`config.mk`:
```
export PLATFORM = sky130hd
export DESIGN_NAME = lcd_timing_receiver
export DESIGN_NICKNAME = d
export VERILOG_FILES = /design/src/rtl/lcd_timing_receiver.sv
export SDC_FILE = /design/constraint.sdc
export NUM_CORES = 1
export LEC_CHECK = 0
export CAP_MARGIN = 15
export CELL_PAD_IN_SITES_DETAIL_PLACEMENT = 1
export CELL_PAD_IN_SITES_GLOBAL_PLACEMENT = 1
export CORE_ASPECT_RATIO = 1.5
export CORE_MARGIN = 2
export CORE_UTILIZATION = 41
export CTS_CLUSTER_SIZE = 16
export DETAILED_ROUTE_END_ITERATION = 6
export GPL_ROUTABILITY_DRIVEN = 0
export GPL_TIMING_DRIVEN = 0
export PLACE_DENSITY_LB_ADDON = 0.12
export SETUP_SLACK_MARGIN = 0.3
export SLEW_MARGIN = 15
export SYNTH_ARGS = -nofsm -noshare
export SYNTH_HDL_FRONTEND = slang
export SYNTH_SLANG_ARGS = --single-unit
```
`constraint.sdc`:
```
create_clock -name pclk -period 3.1 [get_ports pclk]
set_input_delay 0.62 -clock pclk [delete_from_list [all_inputs] [get_ports pclk]]
set_output_delay 0.62 -clock pclk [all_outputs]
set_load 0.02 [all_outputs]
```
`src/rtl/lcd_timing_receiver.sv`:
```
// RGB LCD timing receiver: samples hs/vs/den/rgb on pclk, recovers pixel
// coordinates, measures frame geometry and reports lock once timing is stable.
// Ports:
//   pclk, rst            - pixel clock, synchronous active-high reset
//   hs, vs, den, rgb     - incoming video (hs/vs active-low, den active-high)
//   pixel_valid/x/y/data - captured pixel stream, 2 pclk latency
//   frame_start          - pulse on each detected vs falling edge
//   h_total, v_total     - last measured pclks per line / lines per frame
//   h_active, v_active   - last measured active pixels per line / active lines
//   locked, mismatch     - lock status and per-frame compare-failure pulse
//   frame_checksum       - only with LCD_RX_CHECKSUM_EN: mod 2^24 pixel sum
// Optional macro: LCD_RX_CHECKSUM_EN

module lcd_timing_receiver #(
   parameter int unsigned LOCK_FRAMES    = 2,
   parameter int unsigned EXP_H_ACTIVE   = 750,
   parameter int unsigned EXP_V_ACTIVE   = 1334,
   parameter int unsigned CHECK_EXPECTED = 0
) (
   input  logic        pclk,
   input  logic        rst,
   input  logic        hs,
   input  logic        vs,
   input  logic        den,
   input  logic [23:0] rgb,
   output logic        pixel_valid,
   output logic [10:0] pixel_x,
   output logic [10:0] pixel_y,
   output logic [23:0] pixel_data,
   output logic        frame_start,
   output logic [10:0] h_total,
   output logic [10:0] v_total,
   output logic [10:0] h_active,
   output logic [10:0] v_active,
   output logic        locked,
   output logic        mismatch
`ifdef LCD_RX_CHECKSUM_EN
   ,
   output logic [23:0] frame_checksum
`endif
);

   localparam logic [10:0] EXP_H  = 11'(EXP_H_ACTIVE);
   localparam logic [10:0] EXP_V  = 11'(EXP_V_ACTIVE);
   localparam logic [3:0]  LOCK_N = 4'(LOCK_FRAMES);
   localparam logic [10:0] CMAX   = 11'h7FF;

   typedef enum logic [1:0] {
      ST_IDLE,
      ST_MEASURE,
      ST_TRACK,
      ST_LOCKED
   } state_e;

   function automatic logic [10:0] sat_inc(input logic [10:0] v);
      return (v == CMAX) ? v : v + 11'd1;
   endfunction

   // ------------------------------------------------------------------
   // Input stage: one capture register plus one delay for edge detect
   // ------------------------------------------------------------------
   logic        s_hs_q, s_vs_q, s_den_q;
   logic [23:0] s_rgb_q;
   logic        d_hs_q, d_vs_q, d_den_q;

   logic hs_fall, vs_fall, den_fall;

   assign hs_fall  = d_hs_q & ~s_hs_q;
   assign vs_fall  = d_vs_q & ~s_vs_q;
   assign den_fall = d_den_q & ~s_den_q;

   // ------------------------------------------------------------------
   // State and counters
   // ------------------------------------------------------------------
   state_e      state_q;
   logic [3:0]  match_cnt_q;

   logic [10:0] pcnt_q, pcnt_d;
   logic [10:0] x_q, x_d;
   logic [10:0] y_q, y_d;
   logic [10:0] line_q, line_d;

   // First-line reference of the frame being measured
   logic        rht_vld_q, rht_vld_d;
   logic [10:0] rht_q, rht_d;
   logic        rha_vld_q, rha_vld_d;
   logic [10:0] rha_q, rha_d;
   logic        incons_q, incons_d;

   logic        pix_stb;
   logic [10:0] htot_new;
   logic        ht_bad, ha_bad, incons_now;
   logic [10:0] fr_htot, fr_vtot, fr_hact, fr_vact;
   logic        exp_ok, frame_ok;
   logic [3:0]  match_inc;

   assign pix_stb  = s_den_q & (state_q != ST_IDLE);
   assign htot_new = sat_inc(pcnt_q);

   // An hs/den fall coinciding with vs fall closes the last line of the
   // outgoing frame, so it is folded into that frame's verdict here.
   assign ht_bad     = hs_fall & rht_vld_q & (htot_new != rht_q);
   assign ha_bad     = den_fall & rha_vld_q & (x_q != rha_q);
   assign incons_now = incons_q | ht_bad | ha_bad;

   assign fr_htot = rht_vld_q ? rht_q : (hs_fall ? htot_new : 11'd0);
   assign fr_hact = rha_vld_q ? rha_q : (den_fall ? x_q : 11'd0);
   assign fr_vtot = line_q;
   assign fr_vact = y_q;

   assign exp_ok = (CHECK_EXPECTED == 0) ||
                   ((fr_hact == EXP_H) && (fr_vact == EXP_V));

   assign frame_ok = (fr_htot == h_total)  &&
                     (fr_vtot == v_total)  &&
                     (fr_hact == h_active) &&
                     (fr_vact == v_active) &&
                     !incons_now && exp_ok;

   assign match_inc = match_cnt_q + 4'd1;

   always_comb begin
      pcnt_d = hs_fall ? 11'd0 : sat_inc(pcnt_q);

      x_d = x_q;
      if (den_fall) begin
         x_d = 11'd0;
      end else if (pix_stb) begin
         x_d = sat_inc(x_q);
      end

      // vs fall wins over a simultaneous den fall
      y_d = y_q;
      if (vs_fall) begin
         y_d = 11'd0;
      end else if (den_fall) begin
         y_d = sat_inc(y_q);
      end

      line_d = line_q;
      if (vs_fall) begin
         line_d = hs_fall ? 11'd1 : 11'd0;
      end else if (hs_fall) begin
         line_d = sat_inc(line_q);
      end

      rht_vld_d = rht_vld_q;
      rht_d     = rht_q;
      rha_vld_d = rha_vld_q;
      rha_d     = rha_q;
      incons_d  = incons_now;
      if (vs_fall) begin
         rht_vld_d = 1'b0;
         rht_d     = 11'd0;
         rha_vld_d = 1'b0;
         rha_d     = 11'd0;
         incons_d  = 1'b0;
      end else begin
         if (hs_fall && !rht_vld_q) begin
            rht_vld_d = 1'b1;
            rht_d     = htot_new;
         end
         if (den_fall && !rha_vld_q) begin
            rha_vld_d = 1'b1;
            rha_d     = x_q;
         end
      end
   end

`ifdef LCD_RX_CHECKSUM_EN
   logic [23:0] acc_q, acc_d, sum_now;

   assign sum_now = acc_q + (pix_stb ? s_rgb_q : 24'd0);
   assign acc_d   = vs_fall ? 24'd0 : sum_now;

   always_ff @(posedge pclk) begin
      if (rst) begin
         acc_q          <= 24'd0;
         frame_checksum <= 24'd0;
      end else begin
         acc_q <= acc_d;
         if (vs_fall) begin
            frame_checksum <= sum_now;
         end
      end
   end
`endif

   // ------------------------------------------------------------------
   // Registers, pixel path and lock FSM
   // ------------------------------------------------------------------
   always_ff @(posedge pclk) begin
      if (rst) begin
         s_hs_q      <= 1'b0;
         s_vs_q      <= 1'b0;
         s_den_q     <= 1'b0;
         s_rgb_q     <= 24'd0;
         d_hs_q      <= 1'b0;
         d_vs_q      <= 1'b0;
         d_den_q     <= 1'b0;
         pcnt_q      <= 11'd0;
         x_q         <= 11'd0;
         y_q         <= 11'd0;
         line_q      <= 11'd0;
         rht_vld_q   <= 1'b0;
         rht_q       <= 11'd0;
         rha_vld_q   <= 1'b0;
         rha_q       <= 11'd0;
         incons_q    <= 1'b0;
         state_q     <= ST_IDLE;
         match_cnt_q <= 4'd0;
         pixel_valid <= 1'b0;
         pixel_x     <= 11'd0;
         pixel_y     <= 11'd0;
         pixel_data  <= 24'd0;
         frame_start <= 1'b0;
         h_total     <= 11'd0;
         v_total     <= 11'd0;
         h_active    <= 11'd0;
         v_active    <= 11'd0;
         locked      <= 1'b0;
         mismatch    <= 1'b0;
      end else begin
         s_hs_q    <= hs;
         s_vs_q    <= vs;
         s_den_q   <= den;
         s_rgb_q   <= rgb;
         d_hs_q    <= s_hs_q;
         d_vs_q    <= s_vs_q;
         d_den_q   <= s_den_q;
         pcnt_q    <= pcnt_d;
         x_q       <= x_d;
         y_q       <= y_d;
         line_q    <= line_d;
         rht_vld_q <= rht_vld_d;
         rht_q     <= rht_d;
         rha_vld_q <= rha_vld_d;
         rha_q     <= rha_d;
         incons_q  <= incons_d;

         pixel_valid <= pix_stb;
         if (pix_stb) begin
            pixel_x    <= x_q;
            pixel_y    <= y_q;
            pixel_data <= s_rgb_q;
         end

         frame_start <= vs_fall;
         mismatch    <= 1'b0;

         if (vs_fall) begin
            if (state_q != ST_IDLE) begin
               h_total  <= fr_htot;
               v_total  <= fr_vtot;
               h_active <= fr_hact;
               v_active <= fr_vact;
            end
            unique case (state_q)
               ST_IDLE: begin
                  state_q <= ST_MEASURE;
               end
               ST_MEASURE: begin
                  state_q     <= ST_TRACK;
                  match_cnt_q <= 4'd0;
               end
               ST_TRACK: begin
                  if (frame_ok) begin
                     match_cnt_q <= match_inc;
                     if (match_inc >= LOCK_N) begin
                        state_q <= ST_LOCKED;
                        locked  <= 1'b1;
                     end
                  end else begin
                     mismatch    <= 1'b1;
                     match_cnt_q <= 4'd0;
                  end
               end
               ST_LOCKED: begin
                  if (!frame_ok) begin
                     mismatch    <= 1'b1;
                     locked      <= 1'b0;
                     match_cnt_q <= 4'd0;
                     state_q     <= ST_TRACK;
                  end
               end
            endcase
         end
      end
   end

endmodule

```
==> results of run 1 <==
-- routing by layer --
metal | wire length (um) | track usage (%)
met2 | 13900 | 43.6
met1 | 10900 | 28.9
met4 | 880 | 9.29
met3 | 1180 | 5.46
met5 | 0 | 0
-- through the flow --
step / utilization, % / setup WS [ps]
after floorplan: - / 372
after global placement: 49.5 / -304
after detailed placement: 49.5 / -325
after CTS: 53.1 / 302
after global routing: 53.8 / 220
final: 53.8 / 329
-- worst min path at each step --
stage,from,endpoint,slack (ps),depth (start not counted)
floorplan,s_rgb_q[0]$_SDFF_PP0_,pixel_data[0]$_SDFFE_PP0P_,420,2
global route,s_rgb_q[12]$_SDFF_PP0_,pixel_data[12]$_SDFFE_PP0P_,460,2
detailed placement,s_rgb_q[16]$_SDFF_PP0_,pixel_data[16]$_SDFFE_PP0P_,430,2
finish,s_rgb_q[10]$_SDFF_PP0_,pixel_data[10]$_SDFFE_PP0P_,440,2
global placement,s_rgb_q[2]$_SDFF_PP0_,pixel_data[2]$_SDFFE_PP0P_,420,2
CTS,s_rgb_q[4]$_SDFF_PP0_,pixel_data[4]$_SDFFE_PP0P_,440,2
-- what timing repair did --
| action | 4_1_cts | 5_1_grt |
|---|---|---|
| setup buffers | 3 | 10 |
| hold buffers | 0 | 0 |
| pin swaps | 13 | 15 |
| endpoints found under the hold margin | 0 | 0 |
| endpoints found under the setup margin | 7 | 8 |
| resized for setup | 48 | 25 |
-- final cells by class --
cell class	count	share of cell area [%]
inverters	11	0.376
plain buffers	77	3.28
clock buffers	20	4.15
clock inverters	12	0.876
repair buffers	134	11.9
flip-flops and latches	199	36.4
multi-input cells	751	40.0
well taps	264	3.01
-- cell usage in the layout, fill, tap and decap left out, types with 7 or more instances in the layout --
master and n:
nand2_1 211, dfxtp_1 192, clkdlybuf4s50_1 121, a21oi_1 106, nor2_1 93, clkbuf_1 49, xor2_1 45, xnor2_1 37
nor2b_1 34, nand3_1 18, nand4_1 17, o21ai_0 17, clkbuf_16 17, a211oi_1 16, buf_4 13, or3_1 12
inv_1 11, a22oi_1 11, clkbuf_2 10, a31oi_1 9, buf_1 8, and4_1 7, nand2b_1 7, buf_6 7
clkinvlp_4 7
-- report_power, final --
| part | internal [mW] | switching [mW] |
|---|---|---|
| clock | 1.08 | 1.04 |
| sequential | 2.59 | 0.0282 |
| combinational | 0.134 | 0.178 |
-- cells by family (layout without fill, tap and decap cells) --
kind of cell | Yosys count | in the layout | synth area share (%)
AND/OR/NAND/NOR | 448 | 448 | 24.4
AO/OA/AOI/OAI | 209 | 209 | 14.9
flip-flops | 199 | 199 | 46.5
buffers and inverters | 88 | 254 | 4.21
XOR/XNOR | 83 | 83 | 8.49
adder cells (fa/ha/maj) | 6 | 6 | 0.877
multiplexers | 5 | 5 | 0.599
-- critical path, stage by stage, from the launching register on --
cell	delay, ps
dfxtp_4	400
ha_4	180
nand4_4	180
or4_4	540
a32o_2	290
xor2_1	140
nor2_1	150
and4_4	250
nand3_2	90
or3_1	330
a31oi_1	150
==> results.md, run 1 <==
- Post-Layout Cell Count: 1,468
- Mapped Area: 0.00856 sq mm
- Routed WL per cell: 18.3 um
- Starting Density: 41.9%
- Die Wd: 122 um
- Crit path capture: locked$_SDFFE_PP0P_
- Cells after synthesis: 1,038
- Clock Tree Buf Depth: 2
- Reg clk slew, reported paths: 70 ps
- Slew Limit Fails: 0
- Nets: 1,226
- Final ANT Viol Nets: 0
- Die area: 0.0221 sq mm
- Vias per inst: 5.41
- Total CTS buffers: 17
- CP arrival: 3140 ps
- Antenna Cells: 0
- Clock sink total: 199
- Pre-Repair DR Iteration Count: 4
- Leakage power: 3.75 nW
- Most instantiated cells after synthesis: 211 x nand2_1, 199 x dfxtp_1, 108 x a21oi_1
- Largest net degree at the start of global routing: 18
- PnR Total Power: 5.05 mW
- Maxcap violations: 0
- Area Overhead vs Synth: 28.4%
- Starting DRT DRC Count: 358
- Core area: 0.0204 sq mm
- CTS tree: built
- Sequential area share after synthesis: 46.5%
- Post-synth EDFFs: 0
- Largest registers: pixel_data (24), s_rgb_q (24)
- Fill cells: 2,480
- Die height: 181 um
- Setup TNS Final: 0 ps
- Final Cell Area: 0.0110 sq mm
- Syn nets: 1,073
- Routed WL: 26,800 um
- # H-tree levels: 4
- Count of cell types in the netlist: 61
- Placed cell area: 0.0101 sq mm
- Clk_skew: 7.18 ps
- Row count: 64
- Top_reg_cell synth: dfxtp_1
- HPWL Detailed: 19,800 um
- Final period util: 89.4%
- Synth top area share: 46.5%
- First-pass GRT wire length: 42,600 um
- I/O pin count: 123
- Syn avg cell area: 8.25 sq um
- Worst Path Required: 3470 ps
- Synthesized flop and latch total: 199
- Crit path time final: 2770 ps
- Antenna violations before repair: 0
- Post-synth top area cell: dfxtp_1
- Clock Tree Root: clkbuf_16
- Post-synth ARST share: 0%
- Worst hold slack: 436 ps
- DRC violations left: 0
- Cells after DPL: 1,423
- Critical path class: register to register
- Slew headroom: 49.4%
- R2R setup slack: 330 ps
- RSZ-0062 raised after global routing: true
- Routed vias: 7,936
- Synth area leaders: dfxtp_1 47%, nand2_1 9.3%, a21oi_1 6.3%, xor2_1 4.6%, nor2_1 4.1%
- Clock Latency Late Sink: 440 ps
- Peak supply drop: 0.376 mV
- Setup crit start kind: register
- Status: completed
- GRT Total Usage: 24.8%
- Worst reg2reg path endpoint: locked$_SDFFE_PP0P_
- Fmax: 0.361 GHz
- Slew @ Worst Pin: 748 ps
- Top-count cell post-synth: nand2_1
- Number of global-route vias before repair: 7,941
- Worst min-delay path class: register to register
- Largest fanout on the critical path: 8
- Worst setup path start: pcnt_q[1]$_SDFF_PP0_
- PortBufs: 121
- Critical path endpoint category: register
- Pwr dens: 459 mW/mm^2
- Layout cells sized above 1: 9.39%
- Syn. warnings: 0
- Register Area: 0.00400 sq mm
- Global route overflow: 0
- Final hold violations: 0
- Reg2reg path depth: 10
- Reg2reg start: pcnt_q[1]$_SDFF_PP0_
- Setup Viol. Count Final: 0
- Multi-input logic area: 0.00440 sq mm
Note: power is estimated with default switching activity, not from simulation.
==> run 2, diff against run 1 <==
Settings changed: HOLD_SLACK_MARGIN set to 0.08.
==> results of run 2 <==
No change in the layout: final DEF, timing and power equal those of run 1.
==> run 3, diff against run 2 <==
Settings changed: CAP_MARGIN 15 to 0, CORE_MARGIN 2 to 10.
==> run 3 against run 2 <==
Sequential share of layout area shrank 0.46 points. Global-route usage decreased by 3.5 points. Die area rose by 23%. Worst setup slack got worse by 160 ps. Non-clock buffer count is 6 higher. Clock-buffer cell count fell by 3. Critical path depth rose by 2. Critical path type unchanged. Combinational power increased by 5%. Power grew 2.5%. Largest cell class unchanged.
==> results.md, run 3 (synthesis gave the netlist of run 1 again) <==
- Worst reg2reg path endpoint: match_cnt_q[0]$_SDFFE_PP0P_
- Max stage delay on crit path: 540 ps (about the same)
- Clock sink total: 199 (unchanged)
- Reg2reg start: pcnt_q[0]$_SDFF_PP0_
- Crit path max-delay cell type: or4_4
- I/O pin count: 123 (unchanged)
- Final worst setup slack: 169 ps (-160 ps)
- Reg2reg path depth: 12 (+2)
- Crit path time final: 2930 ps (+160 ps)
- Post-Layout Cell Count: 1,474 (+0.41%)
- Placed cell area: 0.0101 sq mm (unchanged)
- Pre-Repair DR Iteration Count: 5 (+1)
- Worst setup path start: pcnt_q[0]$_SDFF_PP0_
- GRT Total Usage: 21.3% (-3.5 points)
- Worst Path Required: 3470 ps (about the same)
- Nets: 1,232 (+0.49%)
- Worst path depth: 12 (+2)
- Antenna violations before repair: 0 (unchanged)
- Final ANT Viol Nets: 0 (unchanged)
- Row count: 64 (unchanged)
- Setup Viol. Count Final: 0 (unchanged)
- Starting DRT DRC Count: 353 (-1.4%)
- Die area: 0.0272 sq mm (+23%)
- Clock Tree Root: clkbuf_16
- First-pass GRT wire length: 45,400 um (+6.6%)
- Fmax: 0.341 GHz (-5.5%)
- Number of global-route vias before repair: 8,336 (+5.0%)
- Largest registers: pixel_data (24), s_rgb_q (24)
- Routed WL: 28,700 um (+6.8%)
- Cells after DPL: 1,423 (unchanged)
- Fill cells: 2,449 (-1.3%)
- Clk_skew: 8.43 ps (+1.25 ps)
- CTS tree: built
- Die height: 197 um (+8.8%)
- Clock Tree Buf Depth: 2 (unchanged)
- Largest fanout on the critical path: 8 (unchanged)
- Final hold violations: 0 (unchanged)
- Area Overhead vs Synth: 30.4%
- Buf+Inv Stages, Crit Path: 2 (+2)
- Slew Limit Fails: 0 (unchanged)
- Peak supply drop: 0.354 mV (-5.8%)
- Worst min-delay path class: register to register
- Reg clk slew, reported paths: 80 ps (about the same)
- Routed WL per cell: 19.4 um (+6.4%)
- Setup crit start kind: register
- CP top delay family: simple AND/OR/NAND/NOR gates
- # H-tree levels: 4 (unchanged)
- DRC violations left: 0 (unchanged)
- Maxcap violations: 0 (unchanged)
- Total CTS buffers: 17 (unchanged)
- Critical path class: register to register
- Critical path endpoint category: register
- Vias per inst: 5.42 (+0.20%)
- Leakage power: 3.85 nW (+2.6%)
- Global route overflow: 0 (unchanged)
- PortBufs: 121 (unchanged)
- Routed vias: 7,984 (+0.60%)
- Largest net degree at the start of global routing: 20 (+2)
- Final period util: 94.5% (+5.2 points)
- Commonest non-fill, non-tap cell in the layout: nand2_1
- Antenna Cells: 0 (unchanged)
- CP arrival: 3310 ps (+170 ps)
- Worst hold slack: 435 ps (-0.278 ps)
- Status: completed
- Final Cell Area: 0.0112 sq mm (+1.5%)
- Clock Latency Late Sink: 450 ps (about the same)
- Starting Density: 41.8% (-0.16 points)
- Pwr dens: 464 mW/mm^2 (+1.0%)
- Slew headroom: 49.2% (-0.21 points)
- Core area: 0.0205 sq mm (+0.39%)
- Most frequent cells in the layout: 211 x nand2_1, 186 x dfxtp_1, 121 x clkdlybuf4s50_1
- DP Worst Slack: -306 ps (+18.4 ps)
- HPWL Detailed: 20,800 um (+5.1%)
- Layout cells sized above 1: 11.2% (+1.8 points)
- Die Wd: 138 um (+13%)
- Slew @ Worst Pin: 762 ps (+13.8 ps)
- R2R setup slack: 170 ps (-160 ps)
- Crit path capture: match_cnt_q[0]$_SDFFE_PP0P_
- Sequence of cells on the critical path: ha_4 > nand4_4 > or4_4 > a32o_2 > xor2_1 > nor2_1 > and4_1 > nand3_2 > buf_4 > buf_6 > a21o_1 > a21oi_1
- RSZ-0062 raised after global routing: true
-- run 3: cell types whose count changed in the layout (fill, tap and decap cells not counted), sizes merged --
cell      before  now
clkinvlp       7    0
inv           14   20
buf           30   35
clkinv         2    5
clkbuf        80   78
bufinv         0    1
-- run 3: area by class of cell --
cell class / count / area [sq um] / area share, %
Multi-Input combinational cell: 751 / 4480 / 40.1
Sequential cell: 199 / 4010 / 35.9
Timing Repair Buffer: 140 / 1360 / 12.2
Clock buffer: 17 / 425 / 3.81
Buffer: 77 / 360 / 3.23
Tap cell: 264 / 330 / 2.96
Clock inverter: 15 / 158 / 1.41
Inverter: 11 / 41.3 / 0.370
-- run 3: worst min-delay path, stage by stage, from the launching register on --
cell and delay [ps]:
dfxtp_1 300, nand2_1 50, a21oi_1 50
-- run 3: routing by layer --
metal  up-vias  GRT usage [%]  wire (um)
met4         0           10.1       1040
met5         -              0          0
met1      3866           22.9      11000
li1       3856              -          -
met2       204           37.2      15000
met3        58           5.70       1690
-- run 3: metrics by stage --
step | util (%) | TNS, ps | total power [mW]
global route | 54.4 | 0 | 5.37
global placement | 49.3 | -561 | 2.95
detailed placement | 49.3 | -752 | 2.96
finish | 54.4 | 0 | 5.18
CTS | 53.2 | 0 | 5.21
floorplan | - | 0 | 2.83
-- run 3: how the worst min path moves through the flow --
| stage | from | endpoint | slack, ps | cells past startpoint |
|---|---|---|---|---|
| global route | s_rgb_q[7]$_SDFF_PP0_ | pixel_data[7]$_SDFFE_PP0P_ | 460 | 2 |
| finish | s_rgb_q[20]$_SDFF_PP0_ | pixel_data[20]$_SDFFE_PP0P_ | 440 | 2 |
| CTS | s_rgb_q[20]$_SDFF_PP0_ | pixel_data[20]$_SDFFE_PP0P_ | 440 | 2 |
| detailed placement | s_rgb_q[20]$_SDFF_PP0_ | pixel_data[20]$_SDFFE_PP0P_ | 430 | 2 |
| global placement | s_rgb_q[13]$_SDFF_PP0_ | pixel_data[13]$_SDFFE_PP0P_ | 420 | 2 |
| floorplan | s_rgb_q[0]$_SDFF_PP0_ | pixel_data[0]$_SDFFE_PP0P_ | 420 | 2 |
-- run 3: where the power goes --
group	internal [mW]	switching, mW
sequential	2.59	0.0283
combinational	0.135	0.191
clock	1.14	1.09
-- run 3: what timing repair did --
action                     CTS  global route
setup endpoints to repair    7             8
hold endpoints to repair     0             0
buffers inserted             6            13
resized for setup           50            47
pin swaps                   14            21
hold buffers                 0             0
